[config.mk]
export PLATFORM = sky130hd
export DESIGN_NAME = pll_reset_sequencer
export DESIGN_NICKNAME = d
export VERILOG_FILES = /design/src/rtl/pll_seq_pkg.sv /design/src/rtl/sync2.sv /design/src/rtl/pll_reset_sequencer.sv
export SDC_FILE = /design/constraint.sdc
export NUM_CORES = 1
export LEC_CHECK = 0
export ABC_AREA = 1
export ABC_CLOCK_PERIOD_IN_PS = 5000
export BUFFER_PORTS_ARGS = -buffer_cell sky130_fd_sc_hd__buf_2
export CELL_PAD_IN_SITES_DETAIL_PLACEMENT = 1
export CELL_PAD_IN_SITES_GLOBAL_PLACEMENT = 2
export CORE_ASPECT_RATIO = 0.7
export CORE_MARGIN = 4
export CORE_UTILIZATION = 37
export CTS_CLUSTER_DIAMETER = 40
export DETAILED_ROUTE_END_ITERATION = 16
export PLACE_DENSITY = 0.89
export SLEW_MARGIN = 5
export SYNTH_ARGS = -nofsm -noshare
export SYNTH_HDL_FRONTEND = slang
export SYNTH_HIERARCHICAL = 1
export SYNTH_SLANG_ARGS = --single-unit
[constraint.sdc]
create_clock -name clk50 -period 5 [get_ports clk50]
set_input_delay 0.25 -clock clk50 [delete_from_list [all_inputs] [get_ports clk50]]
set_output_delay 0.25 -clock clk50 [all_outputs]
set_load 0.01 [all_outputs]
[src/rtl/pll_seq_pkg.sv]
// ---------------------------------------------------------------------------
// pll_seq_pkg
// Shared types for the PLL reset sequencer.
//   seq_state_t : sequencer state, with a fixed encoding because the value is
//                 exported on the `state` debug/LED port.
// ---------------------------------------------------------------------------
package pll_seq_pkg;

    typedef enum logic [2:0] {
        S_RESET_PLL = 3'd0,
        S_WAIT_LOCK = 3'd1,
        S_SETTLE    = 3'd2,
        S_RUN       = 3'd3,
        S_FAULT     = 3'd4
    } seq_state_t;

    localparam int LOSS_W = 8;

endpackage : pll_seq_pkg

[src/rtl/sync2.sv]
// ---------------------------------------------------------------------------
// sync2
// Generic two-flop synchroniser for a single-bit level signal.
// Ports:
//   clk   : destination clock
//   rst_n : asynchronous active-low reset; both flops reset to 0
//   d     : asynchronous input
//   q     : synchronised output, two destination-clock cycles of latency
// ---------------------------------------------------------------------------
module sync2 (
    input  logic clk,
    input  logic rst_n,
    input  logic d,
    output logic q
);

    logic meta_q;
    logic sync_q;
    logic meta_d;
    logic sync_d;

    always_comb begin
        meta_d = d;
        sync_d = meta_q;
    end

    always_ff @(posedge clk or negedge rst_n) begin
        if (!rst_n) begin
            meta_q <= 1'b0;
            sync_q <= 1'b0;
        end else begin
            meta_q <= meta_d;
            sync_q <= sync_d;
        end
    end

    assign q = sync_q;

endmodule : sync2

[src/rtl/pll_reset_sequencer.sv]
// ---------------------------------------------------------------------------
// pll_reset_sequencer
// Brings up the system PLL from the raw 50 MHz board clock: pulses PLL RST,
// waits for LOCKED, holds the downstream reset until lock has been stable for
// a settle interval, re-sequences on lock loss or request, and gives up into a
// sticky FAULT state after a bounded number of failed attempts. Everything runs
// on clk50 because the PLL output clock is meaningless before lock.
// Ports:
//   clk50      : 50 MHz board clock (only clock)
//   rstN       : asynchronous active-low reset
//   pllLocked  : PLL LOCKED, asynchronous to clk50
//   restartReq : single-cycle pulse forcing a full re-sequence
//   pllRst     : to PLL RST (registered)
//   sysRstN    : active-low downstream reset (registered); the consumer must
//                re-synchronise it into its own clock domain
//   ready      : high in RUN
//   fault      : high in FAULT
//   state      : encoded current state (debug / LEDs)
//   lossCnt    : lock losses seen while in RUN, saturating at 255
// ---------------------------------------------------------------------------
module pll_reset_sequencer
    import pll_seq_pkg::*;
#(
    parameter int RST_HOLD     = 16,
    parameter int LOCK_TIMEOUT = 50_000,
    parameter int SETTLE       = 5_000,
    parameter int MAX_RETRIES  = 3,
    parameter int TW           = $clog2(
        (((RST_HOLD > LOCK_TIMEOUT) ? RST_HOLD : LOCK_TIMEOUT) > SETTLE
            ? ((RST_HOLD > LOCK_TIMEOUT) ? RST_HOLD : LOCK_TIMEOUT)
            : SETTLE) + 1)
) (
    input  logic              clk50,
    input  logic              rstN,
    input  logic              pllLocked,
    input  logic              restartReq,
    output logic              pllRst,
    output logic              sysRstN,
    output logic              ready,
    output logic              fault,
    output logic [2:0]        state,
    output logic [LOSS_W-1:0] lossCnt
);

    // Attempt counter only needs to reach MAX_RETRIES-1.
    localparam int AW = (MAX_RETRIES > 1) ? $clog2(MAX_RETRIES) : 1;

    localparam logic [TW-1:0] RST_LAST    = TW'(RST_HOLD - 1);
    localparam logic [TW-1:0] LOCK_LAST   = TW'(LOCK_TIMEOUT - 1);
    localparam logic [TW-1:0] SETTLE_LAST = TW'(SETTLE - 1);
    localparam logic [AW-1:0] ATT_LAST    = AW'(MAX_RETRIES - 1);

    function automatic logic [LOSS_W-1:0] sat_inc(input logic [LOSS_W-1:0] v);
        return (v == {LOSS_W{1'b1}}) ? v : v + LOSS_W'(1);
    endfunction

    // Synchronised lock; every decision below uses lk, never pllLocked.
    logic lk;

    sync2 u_lock_sync (
        .clk   (clk50),
        .rst_n (rstN),
        .d     (pllLocked),
        .q     (lk)
    );

    seq_state_t        state_q,     state_d;
    logic [TW-1:0]     timer_q,     timer_d;
    logic [AW-1:0]     attempt_q,   attempt_d;
    logic [LOSS_W-1:0] loss_cnt_q,  loss_cnt_d;
    logic              pll_rst_q,   pll_rst_d;
    logic              sys_rst_n_q, sys_rst_n_d;
    logic              ready_q,     ready_d;
    logic              fault_q,     fault_d;

    // ------------------------------------------------------------------
    // State register (also holds the registered outputs so they change on
    // exactly the same edge as the state).
    // ------------------------------------------------------------------
    always_ff @(posedge clk50 or negedge rstN) begin
        if (!rstN) begin
            state_q     <= S_RESET_PLL;
            timer_q     <= '0;
            attempt_q   <= '0;
            loss_cnt_q  <= '0;
            pll_rst_q   <= 1'b1;
            sys_rst_n_q <= 1'b0;
            ready_q     <= 1'b0;
            fault_q     <= 1'b0;
        end else begin
            state_q     <= state_d;
            timer_q     <= timer_d;
            attempt_q   <= attempt_d;
            loss_cnt_q  <= loss_cnt_d;
            pll_rst_q   <= pll_rst_d;
            sys_rst_n_q <= sys_rst_n_d;
            ready_q     <= ready_d;
            fault_q     <= fault_d;
        end
    end

    // ------------------------------------------------------------------
    // Next-state logic. Each state tests its limit before incrementing, so
    // the timer never wraps; every transition clears the timer.
    // ------------------------------------------------------------------
    always_comb begin
        state_d    = state_q;
        timer_d    = timer_q;
        attempt_d  = attempt_q;
        loss_cnt_d = loss_cnt_q;

        if (restartReq) begin
            // Overrides every other transition; not counted as a lock loss.
            state_d   = S_RESET_PLL;
            timer_d   = '0;
            attempt_d = '0;
        end else begin
            case (state_q)
                S_RESET_PLL: begin
                    if (timer_q == RST_LAST) begin
                        state_d = S_WAIT_LOCK;
                        timer_d = '0;
                    end else begin
                        timer_d = timer_q + TW'(1);
                    end
                end

                S_WAIT_LOCK: begin
                    if (lk) begin
                        state_d = S_SETTLE;
                        timer_d = '0;
                    end else if (timer_q == LOCK_LAST) begin
                        timer_d = '0;
                        if (attempt_q == ATT_LAST) begin
                            state_d = S_FAULT;
                        end else begin
                            state_d   = S_RESET_PLL;
                            attempt_d = attempt_q + AW'(1);
                        end
                    end else begin
                        timer_d = timer_q + TW'(1);
                    end
                end

                S_SETTLE: begin
                    // A drop restarts the lock wait without spending an attempt.
                    if (!lk) begin
                        state_d = S_WAIT_LOCK;
                        timer_d = '0;
                    end else if (timer_q == SETTLE_LAST) begin
                        state_d   = S_RUN;
                        timer_d   = '0;
                        attempt_d = '0;
                    end else begin
                        timer_d = timer_q + TW'(1);
                    end
                end

                S_RUN: begin
                    if (!lk) begin
                        state_d    = S_RESET_PLL;
                        timer_d    = '0;
                        attempt_d  = '0;
                        loss_cnt_d = sat_inc(loss_cnt_q);
                    end
                end

                S_FAULT: begin
                    // Sticky: only rstN or restartReq leave.
                end

                default: begin
                    state_d = S_RESET_PLL;
                    timer_d = '0;
                end
            endcase
        end
    end

    // ------------------------------------------------------------------
    // Output decode from the next state, registered above, so no decode
    // glitches reach the PLL or the reset tree.
    // ------------------------------------------------------------------
    always_comb begin
        pll_rst_d   = 1'b1;
        sys_rst_n_d = 1'b0;
        ready_d     = 1'b0;
        fault_d     = 1'b0;
        case (state_d)
            S_RESET_PLL: begin
                pll_rst_d = 1'b1;
            end
            S_WAIT_LOCK, S_SETTLE: begin
                pll_rst_d = 1'b0;
            end
            S_RUN: begin
                pll_rst_d   = 1'b0;
                sys_rst_n_d = 1'b1;
                ready_d     = 1'b1;
            end
            S_FAULT: begin
                // Keep the PLL parked in reset while faulted.
                pll_rst_d = 1'b1;
                fault_d   = 1'b1;
            end
            default: begin
                pll_rst_d = 1'b1;
            end
        endcase
    end

    assign pllRst  = pll_rst_q;
    assign sysRstN = sys_rst_n_q;
    assign ready   = ready_q;
    assign fault   = fault_q;
    assign state   = state_q;
    assign lossCnt = loss_cnt_q;

endmodule : pll_reset_sequencer
# Word-level counts from Yosys, hierarchy flattened

Cells that the tools add are included.

Logic and storage cells: 69
Bits in writable memories: 0
Register bits: 34
Bits in latches: 0
Memories: 0
Input port bits: 4
ROM bits: 0

Div/mod/pow operators: 0
Order comparisons: 0
Reductions and logical operators: 6
Muxes and demuxes: 28
Shifts and indexed selects: 0
Bitwise operators: 3
Equality and inequality tests: 20
$mul: 0
$add $sub $neg: 3

Operators by type and width:

| cell                    | count |
|---|---|
| $mux W16                | 7 |
| $pmux W16 S5            | 1 |
| $mux W3                 | 8 |
| $add A16 B1 Y16 const B | 1 |
| $eq A16 B13 Y1 const B  | 1 |
| $eq A16 B16 Y1 const B  | 1 |
| $eq A16 B4 Y1 const B   | 1 |
| $ne A3 B3 Y1 const B    | 5 |
| $pmux W3 S5             | 1 |
| $mux W2                 | 7 |
| $eq A3 B2 Y1 const B    | 4 |
| $add A8 B1 Y8 const B   | 1 |
| $eq A8 B8 Y1 const B    | 1 |
| $reduce_and A7 Y1       | 1 |
| $eq A3 B1 Y1 const B    | 2 |
| $eq A3 B3 Y1 const B    | 2 |
| $pmux W2 S3             | 1 |
| $reduce_and A4 Y1       | 1 |
| $reduce_bool A4 Y1      | 1 |
| $logic_not A3 Y1        | 1 |
| $mux W1                 | 3 |
| $ne A3 B2 Y1 const B    | 1 |
| $not A1 Y1              | 3 |
| $reduce_or A3 Y1        | 1 |
| 4 further kinds         | 4 |

# Logic depth before layout (Yosys ltp)

Gate-level depths: netlist of run 1.

Depth in word-level cells: 9
Depth in mapped cells: 11
Mapped depth without buffers: 11

# Hierarchy

The synthesis of run 1 kept the hierarchy.

By module, submodules not included:

| module              | area an instance (um2) | cells each | instances |
|---|---|---|---|
| pll_reset_sequencer | 1878.1                 | 251        | 1 |
| sync2               | 50.0                   | 2          | 1 |

# Worst setup path before layout of run 1

No wires, ideal clock.

Path type: reg-to-reg
From: reg timer_q[0]
To: reg timer_q[9]
Cell stages (with the launch flop): 10
Required time: 4.879 ns
Clock period less this slack: 1.594 ns
Arrival time: 1.473 ns
Path slack: 3.406 ns
Cells stage by stage: dfrtp_1 > ha_1 > nand3_2 > nor2_4 > nand2_1 > nand2_2 > nand3_2 > a21oi_2 > buf_6 > nor2_1

Word-level cells in the longest chain between the ends: 5
Elaborated cells on any way between the ends: 11

Ends and longest elaborated chain:

| item                                    | line                                                                               | text |
|---|---|---|
| start, declared                         | pll_reset_sequencer.sv:68                                                          | `logic [TW-1:0] timer_q, timer_d;` |
| start signal, assigned                  | pll_reset_sequencer.sv:92                                                          | `timer_q <= timer_d;` |
| $add A16 B1 Y16 (tied with other cells) | pll_reset_sequencer.sv:124, pll_reset_sequencer.sv:141, pll_reset_sequencer.sv:155 |  |
| $mux W16 (on tied branches)             | pll_reset_sequencer.sv:150, pll_reset_sequencer.sv:132                             |  |
| $mux W16 (on tied branches)             | pll_reset_sequencer.sv:147, pll_reset_sequencer.sv:129                             |  |
| $pmux W16 S5 (*)                        | pll_reset_sequencer.sv:118                                                         | `case (state_q)` |
| $mux W16 (*)                            | pll_reset_sequencer.sv:112                                                         | `if (restartReq) begin` |

Mark *: on every way between the ends. The rest lies on a longest branch, timed or not.
A chain may end at the register's enable or synchronous reset.

# Final worst setup path of run 1

From: reg timer_q[0]
To: reg timer_q[15]

Same word-level chain as after synthesis.

==> results of run 1 <==
final timing paths:
kind | start | to | slack [ps] | cells past startpoint
hold / removal | rstN | timer_q[11] | 40 | 1
max in group asynchronous | rstN | attempt_q[0] | 4480 | 1
setup reg to reg | timer_q[0] | timer_q[15] | 2950 | 8
setup / recovery | timer_q[0] | timer_q[15] | 2950 | 8
min in group clk50 | pllLocked | u_lock_sync/meta_q | 60 | 1
hold reg to reg | u_lock_sync/meta_q | u_lock_sync/q | 370 | 0
power breakdown:
part	switching [uW]	internal (uW)	leakage, uW	total (uW)
sequential	5.63	280	0.000452	286
combinational	15.8	7.17	0.000560	22.9
clock	102	147	0.0000579	249
total	124	434	0.00107	557
flip-flops by register name, summed over array words and instances, names as in the netlist:
signal	flops
timer_q	16
lossCnt	8
state	3
attempt_q	2
fault	1
pllRst	1
ready	1
u_lock_sync/meta_q	1
u_lock_sync/q	1
logic make-up (layout without fill, tap and decap cells):
logic type,Yosys count,in the layout,share of synthesized area [%]
AO/OA/AOI/OAI,18,18,5.26
XOR/XNOR,15,15,6.81
buffers and inverters,29,52,6.62
flip-flops,34,34,44.2
AND/OR/NAND/NOR,154,154,35.2
adder cells (fa/ha/maj),3,3,1.95
worst max-delay path, delay by kind of cell (launching register included):
family	cells	cell delay [ps]
flip-flops	1	450
AND/OR/NAND/NOR	6	690
AO/OA/AOI/OAI	1	500
adder cells (fa/ha/maj)	1	260
synthesized netlist by cell type (all sizes together) (2+ instances only):
cell type | number | share of area, %
inv | 26 | 5.1
nand3 | 23 | 6.5
nand2 | 72 | 14
nor3 | 7 | 1.8
nand4 | 6 | 1.9
nor2 | 44 | 9.9
a21oi | 6 | 1.8
o22ai | 2 | 0.65
xnor2 | 4 | 1.8
ha | 3 | 1.9
o21ai | 8 | 2.1
buf | 3 | 1.6
dfrtp | 33 | 43
xor2 | 11 | 5.0
per-layer routing:
layer	vias up	wire length [um]	track usage [%]	part of all wire, %
met1	767	2500	23.9	53
met2	22	2040	26.1	43
met3	4	135	3.63	2.9
li1	852	-	-	-
met5	-	0	0	0
met4	0	37	4.86	0.78
cell type report:
cell class                 count  area (um2)
inverter                      26        97.6
fill                         640        2730
clock inverter                 3        40.0
tap                           69        86.3
sequential                    34         852
clock buffer                   5        68.8
timing repair buffer          18        90.1
multi-input combinational    190         948
metrics by stage:
step                total power (uW)  cells  setup WS, ps  hold WS [ps]
floorplan                        303    253          3410         -45.6
global placement                 314    337          3060           333
detailed placement               315    337          2920           356
CTS                              567    345          2900          53.1
global route                     587    345          2710          52.1
finish                           557    345          2950          35.4
==> results.toml, run 1 <==
[global_route]
grt_pass1_wl_mm = 8.33
globalRouteOverflowTotal = 0
antenna_found_initial = 0
grt_pass1_vias = 1734
grt_max_degree = 35
grtUsageTotal_pct = 16.9

[synthesis]
synth_edf_count = 0
synthCells = 253
ys_seq_area_share_pct = 44.2
ys_warn_count = 6
async_reset_ff_share_pct = 100
syn_nets = 260
synth_ff_type = "dfrtp_1"
yosysUniqueCellTypes = 26
synth_area_um2 = 1930
ys_ff_latch = 34
syn_area_per_cell_um2 = 7.62

[die]
num_rows = 21
floorplan.initialDensity_pct = 39.2
pin_count = 19
dieHeight_um = 68.4
core_um2 = 4910
die_x_um = 94.3
die_area_um2 = 6450

[run]
drv_cap = 0

[placed_design]
place.port_buffers = 18
place_area_um2 = 2070
gp_congestion = 0.761
hpwl_mm = 3.56

[timing]
finalCritPeriodShare_pct = 41.0
fin_worst_skew_ps = 5.41
setup_viol = 0
final-hold-violation-count = 0
relSlewSlack_pct = 48.3
fmax_ghz = 0.488
tightest_slew_ps = 775
slew_violations = 0
finalCriticalPeriod_ps = 2050
rsz0062_at_grt = "no"
setup_tns_ps = 0

[finish]
layout_common_cells = "69 x nand2_1, 38 x nor2_1, 33 x dfrtp_1, 23 x inv_1, 21 x nand3_1"
diodes = 0
fin_nets = 282
layout-drive-gt1-share_pct = 15.6
mostFrequentLayoutCell = "nand2_1"
finish.utilization_pct = 44.4
area_delta_synth_final_pct = 13.2
post-route-cell-area_um2 = 2180

[route]
ant_nets = 0
wire_per_inst_um = 13.7
wl_mm = 4.71
vias = 1645
drt_iter0_drc = 28
drtPass1Iterations = 4
drcViolationCount = 0
viasPerCell = 4.77

[critical_path]
crit_chain = "ha_1 > nand3_2 > nor2_4 > nand2_1 > nand2_2 > nand3_2 > a21oi_2 > nor2_1"
endpoint_kind = "flip-flop"
worstSetupPathType = "flip-flop to flip-flop"
start_kind = "flip-flop"
cpMaxStageDelayCell = "a21oi_2"
cp_common_cell = "nand3_2"
critPathMaxFanout = 11
cp_data_arrival_time_ps = 2200
cp_data_required_time_ps = 5150
max_stage_delay_ps = 500

[power]
max-vdd-ir-drop_v = 0.000124
power_leakage_uw = 0.00107
power_density_nw_per_um2 = 255

[clocking]
root_buffer = "clkbuf_8"
post_cts_resized = 0
cts_tree = "built"
cts_htree_levels = 2
numCtsBuffers = 5
cts.sinks = 34
holdBufCountCts = 0
clockBufferDepth = 2
clkTransAtPathRegs_ps = 70
clk_latency_ps = 290
post_cts_buffers = 0

[worst_hold_path]
min_path_type = "primary input to asynchronous set/reset pin"

[run_status]
outcome = "complete, no violations"
Power figures use the tool's default switching activity.
==> run 2: changes to the inputs <==
--- a/config.mk
+++ b/config.mk
@@ -6,16 +6,16 @@
 export NUM_CORES = 1
 export LEC_CHECK = 0
 export ABC_AREA = 1
-export ABC_CLOCK_PERIOD_IN_PS = 5000
+export ABC_CLOCK_PERIOD_IN_PS = 2050
 export BUFFER_PORTS_ARGS = -buffer_cell sky130_fd_sc_hd__buf_2
 export CELL_PAD_IN_SITES_DETAIL_PLACEMENT = 1
 export CELL_PAD_IN_SITES_GLOBAL_PLACEMENT = 2
 export CORE_ASPECT_RATIO = 0.7
 export CORE_MARGIN = 4
-export CORE_UTILIZATION = 37
+export CORE_UTILIZATION = 34
 export CTS_CLUSTER_DIAMETER = 40
 export DETAILED_ROUTE_END_ITERATION = 16
-export PLACE_DENSITY = 0.89
+export PLACE_DENSITY = 0.83
 export SLEW_MARGIN = 5
 export SYNTH_ARGS = -nofsm -noshare
 export SYNTH_HDL_FRONTEND = slang
==> constraint.sdc (replaced) <==
create_clock -name clk50 -period 2.05 [get_ports clk50]
set_input_delay 0.1025 -clock clk50 [delete_from_list [all_inputs] [get_ports clk50]]
set_output_delay 0.1025 -clock clk50 [all_outputs]
set_load 0.01 [all_outputs]
==> run 2 against run 1 <==
Net effect: worst hold slack better by 130 ps; clock skew hardly changed; die area increased by 7.9%; wire length up 0.21%; sequential share of layout area is 0.31 points lower; maximum frequency grew 13%; power rose by 120%; critical path depth up 1; via count rose by 2.2%; non-clock buffer count grew 5; clock power is 94% higher; sequential power increased by 140%.
==> results.toml, run 2 (same netlist as run 1, synthesis figures left out) <==
[clocking]
clk_latency_ps = 280
cts_htree_levels = 2
clkTransAtPathRegs_ps = 70
post_cts_buffers = 0
cts.sinks = 34
clockBufferDepth = 2
root_buffer = "clkbuf_8"
cts_tree = "built"
numCtsBuffers = 5

[timing]
setup_tns_ps = 0
setup_viol = 0
slew_violations = 0
fin_worst_skew_ps = 5.52
whs_ps = 165
fmax_ghz = 0.552
final-hold-violation-count = 0
rsz0062_at_grt = "no"
tightest_slew_ps = 784
relSlewSlack_pct = 47.7
finalCriticalPeriod_ps = 1810
finalCritPeriodShare_pct = 88.3

[route]
vias = 1681
wire_per_inst_um = 13.4
drcViolationCount = 0
viasPerCell = 4.76
ant_nets = 0
drtPass1Iterations = 4
wl_mm = 4.72
drt_iter0_drc = 57

[critical_path]
cp_data_arrival_time_ps = 1980
endpoint_kind = "flip-flop"
cp_data_required_time_ps = 2220
critPathLaunch = "timer_q[0]"
critPathMaxFanout = 11
r2r_start = "timer_q[0]"
worstSetupPathType = "flip-flop to flip-flop"
start_kind = "flip-flop"

[die]
core_um2 = 5370
num_rows = 22
die_area_um2 = 6960
floorplan.initialDensity_pct = 35.9
die_x_um = 98.0
dieHeight_um = 71.0
pin_count = 19

[worst_hold_path]
min_path_type = "primary input to flip-flop"
hp-start = "restartReq"

[finish]
top_register = "timer_q"
diodes = 0
area_delta_synth_final_pct = 14.1
mostFrequentLayoutCell = "nand2_1"
largest_register_ffs = 16
layout_common_cells = "69 x nand2_1, 38 x nor2_1, 33 x dfrtp_1, 23 x inv_1, 21 x nand3_1"
layout-drive-gt1-share_pct = 15.3
fill_cells = 702
fin_nets = 287

[power]
p_switching_uw = 295
p_comb_share_pct = 5.1
max-vdd-ir-drop_v = 0.000297
internal_power_uw = 946
finalPower_uw = 1240
p_clk_share_pct = 38.8
power_density_nw_per_um2 = 564
switching_share_pct = 23.8
power_leakage_uw = 0.00108
power_frac_seq_pct = 56.0

[global_route]
grt_pass1_vias = 1705
antenna_found_initial = 0
grt_pass1_wl_mm = 8.27
globalRouteOverflowTotal = 0
grt_max_degree = 35
grtUsageTotal_pct = 14.7

[run_status]
outcome = "complete, no violations"

[placed_design]
place.port_buffers = 18
hpwl_mm = 3.69
gp_congestion = 0.778

[run]
drv_cap = 0
==> run 2: power groups by stage <==
stage | clock network, uW | logic, uW | registers (uW)
final | 482 | 63.6 | 696
after global placement | 0 | 61.6 | 708
after floorplan | 0 | 33.5 | 705
after global routing | 532 | 75.4 | 699
after detailed placement | 0 | 62.7 | 709
after CTS | 501 | 65.8 | 696
==> run 2: timing repair <==
item	in CTS	in global routing
gates resized for setup	0	0
hold endpoints to repair	34	0
hold buffers	2	0
setup endpoints to repair	0	0
==> run 2: worst max-delay path, stage by stage (launching register included) <==
cell     delay, ps
dfrtp_1        440
ha_1           260
nand3_2        160
nor2_4         200
nand2_1         80
nand2_2         90
nand3_2         90
a21oi_2        120
buf_4          200
nor2_1          50
==> run 2: layout make-up <==
cell class / count / area, um2 / area share, %
Inverter: 26 / 97.6 / 4.43
Multi-Input combinational cell: 190 / 948 / 43.1
Timing Repair Buffer: 23 / 133 / 6.03
Sequential cell: 34 / 852 / 38.7
Tap cell: 72 / 90.1 / 4.09
Clock buffer: 8 / 80.1 / 3.64
==> run 2: worst paths after layout <==
kind	cells past startpoint	slack (ps)	endpoint
worst max register to register	9	240	timer_q[10]
min in group asynchronous	2	440	lossCnt[5]
max in group asynchronous	2	1110	timer_q[6]
worst min register to register	0	350	u_lock_sync/q
worst max-delay path	9	240	timer_q[10]
worst min-delay path	4	160	attempt_q[1]
==> run 2: layer usage <==
layer | part of all wire, % | GRT usage [%]
met5 | 0 | 0
met4 | 0.44 | 2.76
met3 | 4.1 | 3.55
met2 | 41 | 21.0
met1 | 55 | 22.3
==> run 2: through the flow <==
step | instances | utilization [%] | setup slack, ps | area (um2)
floorplan | 253 | - | 456 | 1930
global placement | 343 | 39.1 | 307 | 2100
detailed placement | 343 | 39.1 | 249 | 2100
CTS | 353 | 41.0 | 244 | 2200
global route | 353 | 41.0 | 65.0 | 2200
finish | 353 | 41.0 | 239 | 2200
==> run 3: changes to the inputs <==
--- a/config.mk
+++ b/config.mk
@@ -7,15 +7,15 @@
 export LEC_CHECK = 0
 export ABC_AREA = 1
 export ABC_CLOCK_PERIOD_IN_PS = 2050
-export BUFFER_PORTS_ARGS = -buffer_cell sky130_fd_sc_hd__buf_2
+export BUFFER_PORTS_ARGS = -buffer_cell sky130_fd_sc_hd__buf_4
 export CELL_PAD_IN_SITES_DETAIL_PLACEMENT = 1
 export CELL_PAD_IN_SITES_GLOBAL_PLACEMENT = 2
 export CORE_ASPECT_RATIO = 0.7
 export CORE_MARGIN = 4
-export CORE_UTILIZATION = 34
+export CORE_UTILIZATION = 30
 export CTS_CLUSTER_DIAMETER = 40
 export DETAILED_ROUTE_END_ITERATION = 16
-export PLACE_DENSITY = 0.83
+export PLACE_DENSITY = 0.76
 export SLEW_MARGIN = 5
 export SYNTH_ARGS = -nofsm -noshare
 export SYNTH_HDL_FRONTEND = slang
==> run 3 against run 2 <==
Net effect: utilization shrank 4.8 points; combinational power grew 2%; worst hold slack lost 52 ps; count of clock-buffer cells in the layout shrank 3; via count shrank 1.8%; wire length shrank 0.76%; sequential power is essentially flat; global-route usage shrank 1.4 points; clock skew grew 3.2 ps; register-to-register slack is essentially flat; non-clock buffer count is the same; critical path depth is the same; largest cell class unchanged.
==> results.toml, run 3 (same netlist as run 1, synthesis figures left out) <==
[run_status]
outcome = "complete, no violations"

[global_route]
antenna_found_initial = 0
grt_pass1_wl_mm = 8.33
grt_pass1_vias = 1670
grtUsageTotal_pct = 13.3
globalRouteOverflowTotal = 0
grt_max_degree = 35

[die]
floorplan.initialDensity_pct = 30.9
dieHeight_um = 75.1
die_area_um2 = 7790
num_rows = 24
pin_count = 19
core_um2 = 6250
die_x_um = 104

[critical_path]
endpoint_kind = "flip-flop"
cpMaxStageDelayCell = "dfrtp_1"
worstSetupPathType = "flip-flop to flip-flop"
cp_data_required_time_ps = 2220
max_stage_delay_ps = 460
start_kind = "flip-flop"
critPathMaxFanout = 11
cp_data_arrival_time_ps = 1990
cp_common_cell = "nand3_2"
crit_chain = "ha_1 > nand3_2 > nor2_4 > nand2_1 > nand2_2 > nand3_2 > a21oi_2 > buf_4 > nor2_1"

[finish]
layout_common_cells = "69 x nand2_1, 38 x nor2_1, 33 x dfrtp_1, 23 x inv_1"
largest_register_ffs = 16
layout-drive-gt1-share_pct = 16.4
finish.utilization_pct = 36.2
mostFrequentLayoutCell = "nand2_1"
diodes = 0
top_register = "timer_q"
fill_cells = 784
area_delta_synth_final_pct = 17.4
fin_nets = 287

[clocking]
root_buffer = "clkbuf_8"
clockBufferDepth = 2
clk_latency_ps = 290
numCtsBuffers = 5
cts_htree_levels = 2
cts.sinks = 34
post_cts_buffers = 0
clkTransAtPathRegs_ps = 80
cts_tree = "built"

[timing]
slew_violations = 0
relSlewSlack_pct = 70.3
finalCritPeriodShare_pct = 88.6
rsz0062_at_grt = "no"
final-hold-violation-count = 0
whs_ps = 113
tightest_slew_ps = 446
fin_worst_skew_ps = 8.69
finalCriticalPeriod_ps = 1820
fmax_ghz = 0.551
setup_tns_ps = 0
setup_viol = 0

[route]
drcViolationCount = 0
ant_nets = 0
viasPerCell = 4.60
wire_per_inst_um = 13.1
drt_iter0_drc = 51
drtPass1Iterations = 4
vias = 1651
wl_mm = 4.69

[power]
p_switching_uw = 324
max-vdd-ir-drop_v = 0.000301
finalPower_uw = 1270
power_frac_seq_pct = 54.9
switching_share_pct = 25.5
p_comb_share_pct = 5.1
internal_power_uw = 945
power_density_nw_per_um2 = 561
power_leakage_uw = 0.00109
p_clk_share_pct = 40.0

[placed_design]
hpwl_mm = 3.58
place.port_buffers = 18
gp_congestion = 0.774

[run]
drv_cap = 0

[worst_hold_path]
min_path_type = "primary input to flip-flop"
==> run 3: final cells by class <==
type / count / area [um2] / share of cell area, %
multi-input cells: 190 / 948 / 41.9
flip-flops and latches: 34 / 852 / 37.6
repair buffers: 23 / 178 / 7.85
inverters: 26 / 97.6 / 4.31
well taps: 78 / 97.6 / 4.31
clock buffers: 5 / 68.8 / 3.04
clock inverters: 3 / 21.3 / 0.940
==> run 3: routing by layer <==
layer | track usage (%) | up-vias | routed length, um
li1 | - | 859 | -
met1 | 20.3 | 763 | 2760
met4 | 2.21 | 0 | 30
met2 | 19.1 | 23 | 1750
met3 | 3.34 | 6 | 140
met5 | 0 | - | 0
==> run 3: what timing repair did <==
item | CTS | global route
setup endpoints to repair | 0 | 0
hold buffers | 2 | 0
hold endpoints to repair | 34 | 0
resized for setup | 0 | 0
==> run 3: worst max-delay path, delay by kind of cell (launching register included) <==
family | cells | cell delay [ps]
AOI/OAI and AO/OA | 1 | 120
adders and majority gates | 1 | 260
buffers and inverters | 1 | 210
DFF | 1 | 460
and+or+nand+nor | 6 | 650
==> run 3: final timing paths <==
kind	start	endpoint	slack, ps	cells past startpoint
worst max-delay path	timer_q[0]	timer_q[5]	230	9
worst min-delay path	restartReq	attempt_q[1]	110	4
worst max register to register	timer_q[0]	timer_q[5]	230	9
worst min register to register	u_lock_sync/meta_q	u_lock_sync/q	350	0
max in group asynchronous	rstN	pllRst	1400	2
min in group asynchronous	rstN	timer_q[13]	300	2
==> run 3: metrics by stage <==
| step | setup WS (ps) | instances | area (um2) |
|---|---|---|---|
| floorplan | 456 | 253 | 1930 |
| global placement | 294 | 349 | 2150 |
| detailed placement | 232 | 349 | 2150 |
| CTS | 229 | 359 | 2260 |
| global route | 55.2 | 359 | 2260 |
| finish | 234 | 359 | 2260 |
==> run 3: power by group through the flow <==
stage	Clock, uW	Sequential, uW	Combinational (uW)
CTS	532	696	67.4
global placement	0	709	64.9
global route	568	698	78.2
detailed placement	0	709	64.4
finish	508	696	64.8
floorplan	0	705	33.5
